**src/rtl/copy_pkg.sv**
```systemverilog
// ============================================================================
// copy_pkg : shared types and codes for the byte copy sequencer
// Revision : 1.0 - initial release
// ============================================================================
`default_nettype none

package copy_pkg;

  typedef enum logic [1:0] {
    MODE_IMM  = 2'b00,
    MODE_CALC = 2'b01,
    MODE_COPY = 2'b10,
    MODE_COND = 2'b11
  } mode_e;

  typedef enum logic [0:0] {
    IDLE = 1'b0,
    EXEC = 1'b1
  } state_e;

  typedef enum logic [1:0] {
    SEL_ZERO = 2'd0,
    SEL_IMM  = 2'd1,
    SEL_BUS  = 2'd2,
    SEL_IN   = 2'd3
  } bus_sel_e;

  localparam logic [2:0] CODE_IN  = 3'd6;
  localparam logic [2:0] CODE_OUT = 3'd7;

endpackage

`default_nettype wire

```
**src/rtl/copy_decoder.sv**
```systemverilog
// ============================================================================
// copy_decoder : combinational decode of a latched instruction into strobes
// Revision     : 1.0 - initial release
// ============================================================================
`default_nettype none

module copy_decoder
  import copy_pkg::*;
#(
  parameter int NUM_REGS = 6
) (
  input  logic [7:0]          instr,
  input  logic                in_valid,
  input  logic                out_ready,
  output logic [NUM_REGS-1:0] load,
  output logic [NUM_REGS-1:0] save,
  output logic [1:0]          bus_sel,
  output logic                fire,
  output logic                illegal,
  output logic                in_take,
  output logic                out_offer
);

  localparam logic [2:0] C_NUM_REGS = 3'(NUM_REGS);

  mode_e      w_mode;
  logic [2:0] w_src;
  logic [2:0] w_dst;
  logic       w_src_ok;
  logic       w_dst_ok;

  always_comb begin
    w_mode    = mode_e'(instr[7:6]);
    w_src     = instr[5:3];
    w_dst     = instr[2:0];
    w_src_ok  = (w_src != CODE_IN) | in_valid;
    w_dst_ok  = (w_dst != CODE_OUT) | out_ready;
    load      = '0;
    save      = '0;
    bus_sel   = SEL_ZERO;
    fire      = 1'b0;
    illegal   = 1'b0;
    in_take   = 1'b0;
    out_offer = 1'b0;

    case (w_mode)
      MODE_IMM: begin
        save[0] = 1'b1;
        bus_sel = SEL_IMM;
        fire    = 1'b1;
      end
      MODE_COPY: begin
        fire = w_src_ok & w_dst_ok;
        for (int i = 0; i < NUM_REGS; i++) begin
          if (w_src == 3'(i)) load[i] = 1'b1;
          if (w_dst == 3'(i)) save[i] = fire;
        end
        if (w_src < C_NUM_REGS)    bus_sel = SEL_BUS;
        else if (w_src == CODE_IN) bus_sel = SEL_IN;
        else                       bus_sel = SEL_ZERO;
        out_offer = (w_dst == CODE_OUT) & w_src_ok;
        // Input-to-output passthrough hands the consumer's ready straight upstream.
        if (w_src == CODE_IN)
          in_take = (w_dst == CODE_OUT) ? out_ready : fire;
      end
      default: begin
        illegal = 1'b1;
        fire    = 1'b1;
      end
    endcase
  end

endmodule

`default_nettype wire

```
**src/rtl/byte_copy_sequencer.sv**
```systemverilog
// ============================================================================
// byte_copy_sequencer : accepts IMM/COPY instructions and moves one byte each
// Revision            : 1.0 - initial release
// ============================================================================
`default_nettype none

module byte_copy_sequencer
  import copy_pkg::*;
#(
  parameter int DATA_WIDTH = 8,
  parameter int NUM_REGS   = 6
) (
  input  logic                  clk,
  input  logic                  rst_n,
  input  logic                  instr_valid,
  output logic                  instr_ready,
  input  logic [7:0]            instr,
  output logic [NUM_REGS-1:0]   reg_load,
  output logic [NUM_REGS-1:0]   reg_save,
  input  logic [DATA_WIDTH-1:0] bus_in,
  output logic [DATA_WIDTH-1:0] bus_out,
  input  logic                  in_valid,
  output logic                  in_ready,
  input  logic [DATA_WIDTH-1:0] in_data,
  output logic                  out_valid,
  input  logic                  out_ready,
  output logic [DATA_WIDTH-1:0] out_data,
  output logic                  illegal
);

  state_e              r_state;
  logic [7:0]          r_instr;
  logic                w_exec;
  logic [NUM_REGS-1:0] w_load;
  logic [NUM_REGS-1:0] w_save;
  logic [1:0]          w_sel;
  logic                w_fire;
  logic                w_illegal;
  logic                w_in_take;
  logic                w_out_offer;
  logic [DATA_WIDTH-1:0] w_bus;

  copy_decoder #(
    .NUM_REGS (NUM_REGS)
  ) u_decoder (
    .instr     (r_instr),
    .in_valid  (in_valid),
    .out_ready (out_ready),
    .load      (w_load),
    .save      (w_save),
    .bus_sel   (w_sel),
    .fire      (w_fire),
    .illegal   (w_illegal),
    .in_take   (w_in_take),
    .out_offer (w_out_offer)
  );

  always_ff @(posedge clk or negedge rst_n) begin
    if (!rst_n) begin
      r_state <= IDLE;
      r_instr <= '0;
    end else begin
      case (r_state)
        IDLE: begin
          if (instr_valid) begin
            r_instr <= instr;
            r_state <= EXEC;
          end
        end
        EXEC: begin
          if (w_fire) r_state <= IDLE;
        end
        default: r_state <= IDLE;
      endcase
    end
  end

  assign w_exec = (r_state == EXEC);

  // Strobes only exist in EXEC so a reset drops them in the same instant.
  always_comb begin
    w_bus = '0;
    if (w_exec) begin
      case (w_sel)
        SEL_IMM: w_bus = DATA_WIDTH'(r_instr[5:0]);
        SEL_BUS: w_bus = bus_in;
        SEL_IN:  w_bus = in_data;
        default: w_bus = '0;
      endcase
    end
  end

  assign instr_ready = (r_state == IDLE);
  assign reg_load    = w_exec ? w_load : '0;
  assign reg_save    = w_exec ? w_save : '0;
  assign bus_out     = w_bus;
  assign out_data    = w_bus;
  assign in_ready    = w_exec & w_in_take;
  assign out_valid   = w_exec & w_out_offer;
  assign illegal     = w_exec & w_illegal;

endmodule

`default_nettype wire

```
**config.mk**
```make
export PLATFORM = sky130hd
export DESIGN_NAME = byte_copy_sequencer
export DESIGN_NICKNAME = d
export VERILOG_FILES = /design/src/rtl/copy_pkg.sv /design/src/rtl/copy_decoder.sv /design/src/rtl/byte_copy_sequencer.sv
export SDC_FILE = /design/constraint.sdc
export NUM_CORES = 1
export LEC_CHECK = 0
export CORE_MARGIN = 4
export CORE_UTILIZATION = 55
export CTS_BUF_LIST = sky130_fd_sc_hd__clkbuf_2
export CTS_CLUSTER_SIZE = 20
export DETAILED_ROUTE_END_ITERATION = 8
export DONT_BUFFER_PORTS = 1
export PLACE_DENSITY = 0.7
export SYNTH_ARGS = -nofsm -noshare
export SYNTH_HDL_FRONTEND = slang
export SYNTH_HIERARCHICAL = 1
export SYNTH_SLANG_ARGS = --single-unit
```
**constraint.sdc**
```tcl
create_clock -name clk -period 5.5 [get_ports clk]
set_clock_uncertainty 0.05 [all_clocks]
set_input_delay 0.275 -clock clk [delete_from_list [all_inputs] [get_ports clk]]
set_output_delay 0.275 -clock clk [all_outputs]
set_load 0.05 [all_outputs]
```
# Word level (Yosys, flattened, before mapping)
# Cells that the tools add are included.
[op_classes] addsub=0 mul=0 div_mod_pow=0 order_cmp=1 eq_ne=18 shifts=0 muxes=31 bitwise=8 n_reduce_logical=5
[ops] cell="case mux 8 bit (3 select lines)" n=1
[ops] cell="two-way mux 1 bit" n=20
[ops] cell="== test 3 bit (second input constant)" n=6
[ops] cell="two-way mux 6 bit" n=3
[ops] cell="== test 3 x 2 -> 1 bit (second input constant)" n=4
[ops] cell="two-way mux 8 bit" n=1
[ops] cell="== test 2 bit (second input constant)" n=3
[ops] cell="== test 3 x 1 -> 1 bit (second input constant)" n=2
[ops] cell="logical NOT 3 bit" n=2
[ops] cell="inequality test 3 bit (second input constant)" n=2
[ops] cell="bitwise AND 1 bit" n=5
[ops] cell="two-way mux 5 bit" n=1
[ops] cell="two-way mux 2 bit" n=2
[ops] cell="case mux 1 bit (2 select lines)" n=2
[ops] cell="case mux 2 bit (2 select lines)" n=1
[ops] cell="< comparator 3 bit (second input constant)" n=1
[ops] cell="== test 2 x 1 -> 1 bit (second input constant)" n=1
[ops] cell="logical NOT 2 bit" n=1
[ops] cell="OR 1 bit" n=2
[ops] cell="AND reduction 2 bit" n=1
[ops] cell="OR reduction 2 bit" n=1
[ops] cell="NOT 1 bit" n=1
[word_totals] register_bits=9 latchBits=0 mem_bits_rw=0 mem_bits_ro=0 inputBits=29 output_inout_bits=32 word_cells=65 mem_count=0

# Logic depth before layout (Yosys ltp)
# Gate-level depths: netlist of the first run.
[depth] word_depth=7 ltp_mapped=7 ltp_nobuf=4

# Hierarchy
# Netlist of the first run, hierarchy kept.
[by_module_without_submodules] mod="byte_copy_sequencer" n_inst=1 cells_each=70 area_per_inst_um2=684.4
[by_module_without_submodules] mod="copy_decoder" n_inst=1 cells_each=32 area_per_inst_um2=201.4

# Worst setup path after synthesis of the first run
# Ideal clock, no wire load.
[synth_path] path_kind="register -> output" start="register r_instr[6]" end="output out_data[3]" arrival_time_ns=2.941 required_time_ns=5.175 slack_ns=2.234 path_stages_with_launch=7 path_cell_list="dfrtp_1 -> nand2b_1 -> a31oi_1 -> buf_6 -> mux2i_1 -> a211oi_1 -> buf_4"
[synth_between] elab_chain_len=5 elab_cells_between_ends=8 cone_classes="4 x eq/ne; 3 x mux; 1 x reduce/logical"
[synth_rtl] element="start, declared" line_no="byte_copy_sequencer.sv:32" source="logic [7:0] r_instr;"
[synth_rtl] element="start signal, assigned" line_no="byte_copy_sequencer.sv:66" source="r_instr <= instr;"
[synth_rtl] element="== test 2 bit or logical NOT 2 bit (tied branches)" line_no="copy_decoder.sv:46" source="case (w_mode)"
[synth_rtl] element="case mux 2 bit (2 select lines) (*)" line_no="copy_decoder.sv:46"
[synth_rtl] element="named net w_sel[1]" line_no="byte_copy_sequencer.sv:36" source="logic [1:0] w_sel;"
[synth_rtl] element="== test 2 bit or == test 2 x 1 -> 1 bit (tied branches)" line_no="byte_copy_sequencer.sv:84" source="case (w_sel)"
[synth_rtl] element="case mux 8 bit (3 select lines) (*)" line_no="byte_copy_sequencer.sv:84"
[synth_rtl] element="two-way mux 8 bit (*)" line_no="byte_copy_sequencer.sv:83" source="if (w_exec) begin"
[synth_rtl] element="end, declared" line_no="byte_copy_sequencer.sv:27" source="output logic [DATA_WIDTH-1:0] out_data,"
# The timed path passes the listed nets; every way through them passes the cells marked *.

# Worst setup path after layout of the first run
[layout_path] start="register r_instr[3]" end="output bus_out[3]"
[layout_between] elab_chain_len=7 elab_cells_between_ends=10 cone_classes="1 x order compare; 4 x eq/ne; 5 x mux"
[layout_rtl] element="parallel branches: the longest is 2 deep, another holds < comparator 3 bit"
[layout_rtl] element="two-way mux 2 bit (*)" line_no="copy_decoder.sv:58" source="if (w_src < C_NUM_REGS) bus_sel = SEL_BUS;"
[layout_rtl] element="case mux 2 bit (2 select lines) (*)" line_no="copy_decoder.sv:46"
[layout_rtl] element="named net w_sel[0]" line_no="byte_copy_sequencer.sv:36"
[layout_rtl] element="== test 2 bit or == test 2 x 1 -> 1 bit (tied branches)" line_no="byte_copy_sequencer.sv:84"
[layout_rtl] element="case mux 8 bit (3 select lines) (*)" line_no="byte_copy_sequencer.sv:84"
[layout_rtl] element="two-way mux 8 bit (*)" line_no="byte_copy_sequencer.sv:83"
[layout_rtl] element="end, declared" line_no="byte_copy_sequencer.sv:21" source="output logic [DATA_WIDTH-1:0] bus_out,"
# Mark *: on every way through the listed nets, which the timed path passes.

==> flow_summary.ini, run 1 <==
[status]
status = completed

[clocking]
cts_resized = 0
clk_latency_ns = 0.24
cts_setup_buffers = 0
h-tree-depth = 1
cts_tree = yes
numCtsBuffers = 3
cts_hold_buf = 1
clk_pin_slew_ns = 0.09
cts_buffer_depth = 2
cts.sinks = 9
cts-root-buf = clkbuf_2

[yosys]
yosysWarningCount = 6
avgSynthCellArea_um2 = 8.68
synth_mux_area_frac = 0.203
synth_seq_cells = 9
synthDistinctLibCells = 28
synth_adder_area_share = 0
synth-compound-area-share = 0.123
synth-xor-area-share = 0
synth_top_family_by_area = simple AND/OR/NAND/NOR gates
synthCells = 102
synth_seq_area_share = 0.254
yosys-top-cells-area = dfrtp_1, and2_1, mux2i_1
yosys.area.top_type = dfrtp_1
synth-simple-area-share = 0.291
syn_area_um2 = 886
synth_top_area_share = 0.254
synth_nets = 131

[global_routing]
grt_usage = 0.178
grt_max_degree = 19
grt_pass1_vias = 611
gr-total-overflow = 0
antenna_found_initial = 0
grt_pass1_wl_um = 2900

[timing]
clock.fmax_ghz = 0.301
finalSetupViolations = 0
worst_slew_pin_slew_ns = 1.11
setup_tns_ns = 0
period_needed_ns = 3.33
hold_violations = 0
fin_crit_sh = 0.605
slew_violations = 0
fin_worst_hold_slack_ns = 0.124
rsz0062_at_grt = false
slew_headroom = 0.261

[hold_path]
hold-path-cell-count = 1
min_path_type = input pin to flip-flop

[die]
floorplan.initialDensity = 0.588
core_area_um2 = 1510
chipWidth_um = 48.1
num_rows = 14
ios = 61
die_h_um = 48.1
die_area_um2 = 2320

[critical_path]
required_ns = 5.18
reg2regPathDepth = 2
cp.arrival_ns = 3.00
crit_type = flip-flop to output pin
critPathCaptureType = output pin
startpoint_type = flip-flop
crit_fanout = 14

[detailed_routing]
drtPass1Iterations = 4
dr.first_iter.drc_count = 12
via_per_inst = 6.46
wl_per_cell_um = 19.5
drc = 0
ant_nets = 0
via_count = 711
wl_um = 2150

[pwr]
power_density_nw_per_um2 = 333
ir_worst_vdd_mv = 0.163
p_leak_nw = 0.319

[finish]
final_cell_area_um2 = 921
syn_to_final_growth_pct = 3.95
drive_above_1_share = 0.234
diodes = 0
fin_nets = 124

[placement]
portBuffers = 0
placed_area_um2 = 891
gp_congestion = 0.817
dp_hpwl_um = 1650

[run]
maxCapViolCount = 0
## worst max-delay path: stages, from the launching register on
cell and delay, ns:
dfrtp_1 0.49, nand3b_1 0.26, a21oi_2 0.84, a21oi_1 0.19, a211oi_4 0.96
## flip-flops by register name, indices dropped and copies added, names as in the netlist
register	count
r_instr	8
r_state	1
## metal layers
layer  up-vias  track usage  part of all wire
li1        338            -                 -
met1       332        0.231              0.39
met2        38        0.288              0.48
met3         3       0.0443              0.12
met4         0       0.0645            0.0098
met5         -            0                 0
## layout make-up
class	count	area [µm²]
multi-input combinational	77	631
fill	144	586
sequential	9	225
clock buffer	4	20.0
inverter	2	7.51
tap	16	20.0
timing repair buffer	2	17.5
## cells in the mapped netlist
cell type and number:
a211oi_1 6, a21oi_1 8, a31oi_1 1, and2_1 15, and4b_1 1, buf_2 1
buf_4 8, buf_6 3, clkbuf_1 2, clkinv_1 1, dfrtp_1 9, inv_1 1
mux2_2 8, mux2i_1 9, nand2_1 3, nand2b_1 2, nand3_1 1, nand3b_1 1
nor2_1 3, nor2b_1 2, nor3_1 6, nor3b_1 1, nor4_1 2, nor4b_1 3
nor4bb_1 1, o21ai_1 2, o21bai_1 1, or4_1 1
## final timing paths
kind	startpoint	endpoint	slack (ns)
max reg2reg	r_state	r_state	3.54
max	r_instr[3]	bus_out[3]	2.17
max in group asynchronous	rst_n	r_instr[0]	4.77
min reg2reg	r_instr[7]	r_instr[7]	0.58
min	instr[6]	r_instr[6]	0.12
min in group asynchronous	rst_n	r_instr[4]	0.34
## per-stage QoR
| stage | setup slack [ns] | utilization | power (W) | std cells |
|---|---|---|---|---|
| 5_1_grt | 2.01 | 0.611 | 0.000325 | 110 |
| 2_1_floorplan | 2.23 | - | 0.000235 | 102 |
| 6_report | 2.17 | 0.611 | 0.000306 | 110 |
| 3_3_place_gp | 2.60 | 0.591 | 0.000259 | 105 |
| 4_1_cts | 2.15 | 0.611 | 0.000308 | 110 |
| 3_5_place_dp | 2.44 | 0.591 | 0.000264 | 105 |
## where the power goes
| part | switching, W | internal (W) |
|---|---|---|
| sequential | 0.0000247 | 0.0000763 |
| combinational | 0.000120 | 0.0000439 |
| clock | 0.0000223 | 0.0000193 |
| total | 0.000167 | 0.000140 |
## cells in the final DEF, fill, tap and decap left out, types with 2 or more instances in the layout
cell type,synthesis,final
a211oi_4,0,6
a21oi_1,8,7
and2_1,15,15
clkbuf_2,0,4
dfrtp_1,9,9
mux2_2,8,8
mux2i_1,9,9
nand2_1,3,3
nand2b_1,2,2
nor2_2,0,2
nor2b_1,2,2
nor3_1,6,6
nor4_1,2,2
nor4b_1,3,3
o21ai_1,2,2
## cell families (layout without fill, tap and decap cells)
group,after synthesis,count (layout)
simple gates,42,42
compound gates,18,18
flops,9,9
mux,17,17
buf+inv,16,8
(Power assumes the default switching activity.)
==> run 2: changes to the inputs <==
==> constraint.sdc (replaced) <==
create_clock -name clk -period 3.2 [get_ports clk]
set_clock_uncertainty 0.05 [all_clocks]
set_input_delay 0.16 -clock clk [delete_from_list [all_inputs] [get_ports clk]]
set_output_delay 0.16 -clock clk [all_outputs]
set_load 0.05 [all_outputs]
==> flow_summary.ini, run 2 (same netlist as run 1, synthesis figures left out) <==
[status]
status = completed

[die]
ios = 61
num_rows = 14
die_area_um2 = 2320
floorplan.initialDensity = 0.588
chipWidth_um = 48.1
die_h_um = 48.1
core_area_um2 = 1510

[detailed_routing]
dr.first_iter.drc_count = 7
wl_per_cell_um = 17.2
via_count = 776
ant_nets = 0
drc = 0
drtPass1Iterations = 4
wl_um = 2140
via_per_inst = 6.26

[finish]
final_cells = 124
largest_reg_flops = 8
fin_nets = 138
reg_top3 = r_instr x8, r_state x1
layout_commonest_cell = and2_1
fill_cells = 138
final_cell_area_um2 = 1030
diodes = 0
largest_register = r_instr
utilization = 0.686
drive_above_1_share = 0.306
syn_to_final_growth_pct = 16.7
mostFrequentLayoutCells = and2_1, buf_4, mux2i_1, dfrtp_1, mux2_2

[hold_path]
hold-path-cell-count = 1
min_to = r_instr[2]
worstHoldStart = instr[2]
min_path_type = input pin to flip-flop

[placement]
gp_congestion = 0.799
place_inst = 116
placed_area_um2 = 973
dp_hpwl_um = 1650
portBuffers = 0

[critical_path]
cp.arrival_ns = 2.31
r2r_start = r_state
r2r_setup_slack_ns = 1.46
startpoint_type = flip-flop
critPathBufInv = 2
crit_chain = nand3b_1 -> a21oi_2 -> buf_4 -> mux2i_1 -> nor2_2 -> buf_4
reg2regPathDepth = 2
reg2reg_to = r_instr[3]
cp_top_family = compound AO/OA/AOI/OAI gates
crit_path_frequent_cell = buf_4
max_stage_delay_ns = 0.58
required_ns = 2.99
crit_type = flip-flop to output pin
crit_fanout = 11
critPathCaptureType = output pin
crit_slowest_cell = a21oi_2

[timing]
worst_slew_pin_slew_ns = 0.706
fin_worst_hold_slack_ns = 0.0142
slew_violations = 0
period_needed_ns = 2.52
rsz0062_at_grt = false
setup_tns_ns = 0
slew_headroom = 0.529
fin_crit_sh = 0.788
finalSetupViolations = 0
clock.fmax_ghz = 0.397
hold_violations = 0

[pwr]
power_density_nw_per_um2 = 534
clock_power_share = 0.129
p_leak_nw = 0.389
pwr-share-seq = 0.315
internal-power_w = 0.000262
p_switching_w = 0.000290
p_comb_frac = 0.557
ir_worst_vdd_mv = 0.293
switching_share = 0.525

[global_routing]
gr-total-overflow = 0
grt_max_degree = 19
grt_pass1_vias = 656
grt_usage = 0.189
antenna_found_initial = 0
grt_pass1_wl_um = 3060

[clocking]
cts_tree = yes
cts_buffer_depth = 2
clk_latency_ns = 0.24
h-tree-depth = 1
cts-root-buf = clkbuf_2
clk_pin_slew_ns = 0.09
cts.sinks = 9
cts_setup_buffers = 0
numCtsBuffers = 3

[run]
maxCapViolCount = 0
run 2: cell types whose count changed in the layout (fill, tap and decap cells not counted), sizes merged:
cell / delta
buf: +11
dlygate4sd3: +3
run 2: power groups by stage:
stage / registers, W / logic (W) / clock network [W]
2_1_floorplan: 0.000157 / 0.000246 / 0
3_3_place_gp: 0.000172 / 0.000296 / 0
3_5_place_dp: 0.000175 / 0.000302 / 0
4_1_cts: 0.000172 / 0.000305 / 0.0000739
5_1_grt: 0.000180 / 0.000327 / 0.0000796
6_report: 0.000173 / 0.000307 / 0.0000711
run 2: worst max path at each step:
stage,depth (start not counted),slack [ns],startpoint,to
floorplan,6,0.05,r_instr[6],out_data[3]
global placement,6,1.04,r_instr[3],bus_out[7]
detailed placement,6,0.95,r_instr[3],out_data[6]
CTS,6,0.66,r_instr[3],out_data[7]
global route,6,0.53,r_instr[5],bus_out[7]
finish,6,0.68,r_instr[3],out_data[6]
run 2: timing repair:
item | CTS | global route
hold endpoints to repair | 9 | 3
resized for setup | 0 | 0
hold buffers | 1 | 3
run 2: area by class of cell:
cell class	instances	area, µm²	share of cell area
multi-input cells	77	631	0.610
flip-flops and latches	9	225	0.218
clock buffers	4	20.0	0.0194
inverters	2	7.51	0.00726
repair buffers	16	130	0.126
well taps	16	20.0	0.0194
run 2: metal layers:
layer,global-route usage,part of all wire
met3,0.0443,0.11
met1,0.253,0.40
met2,0.298,0.48
met4,0.0645,0.0089
met5,0,0
run 2: through the flow:
stage | setup slack [ns] | total power (W)
detailed placement | 0.946 | 0.000477
global placement | 1.04 | 0.000468
finish | 0.678 | 0.000551
floorplan | 0.0488 | 0.000403
global route | 0.527 | 0.000587
CTS | 0.656 | 0.000551
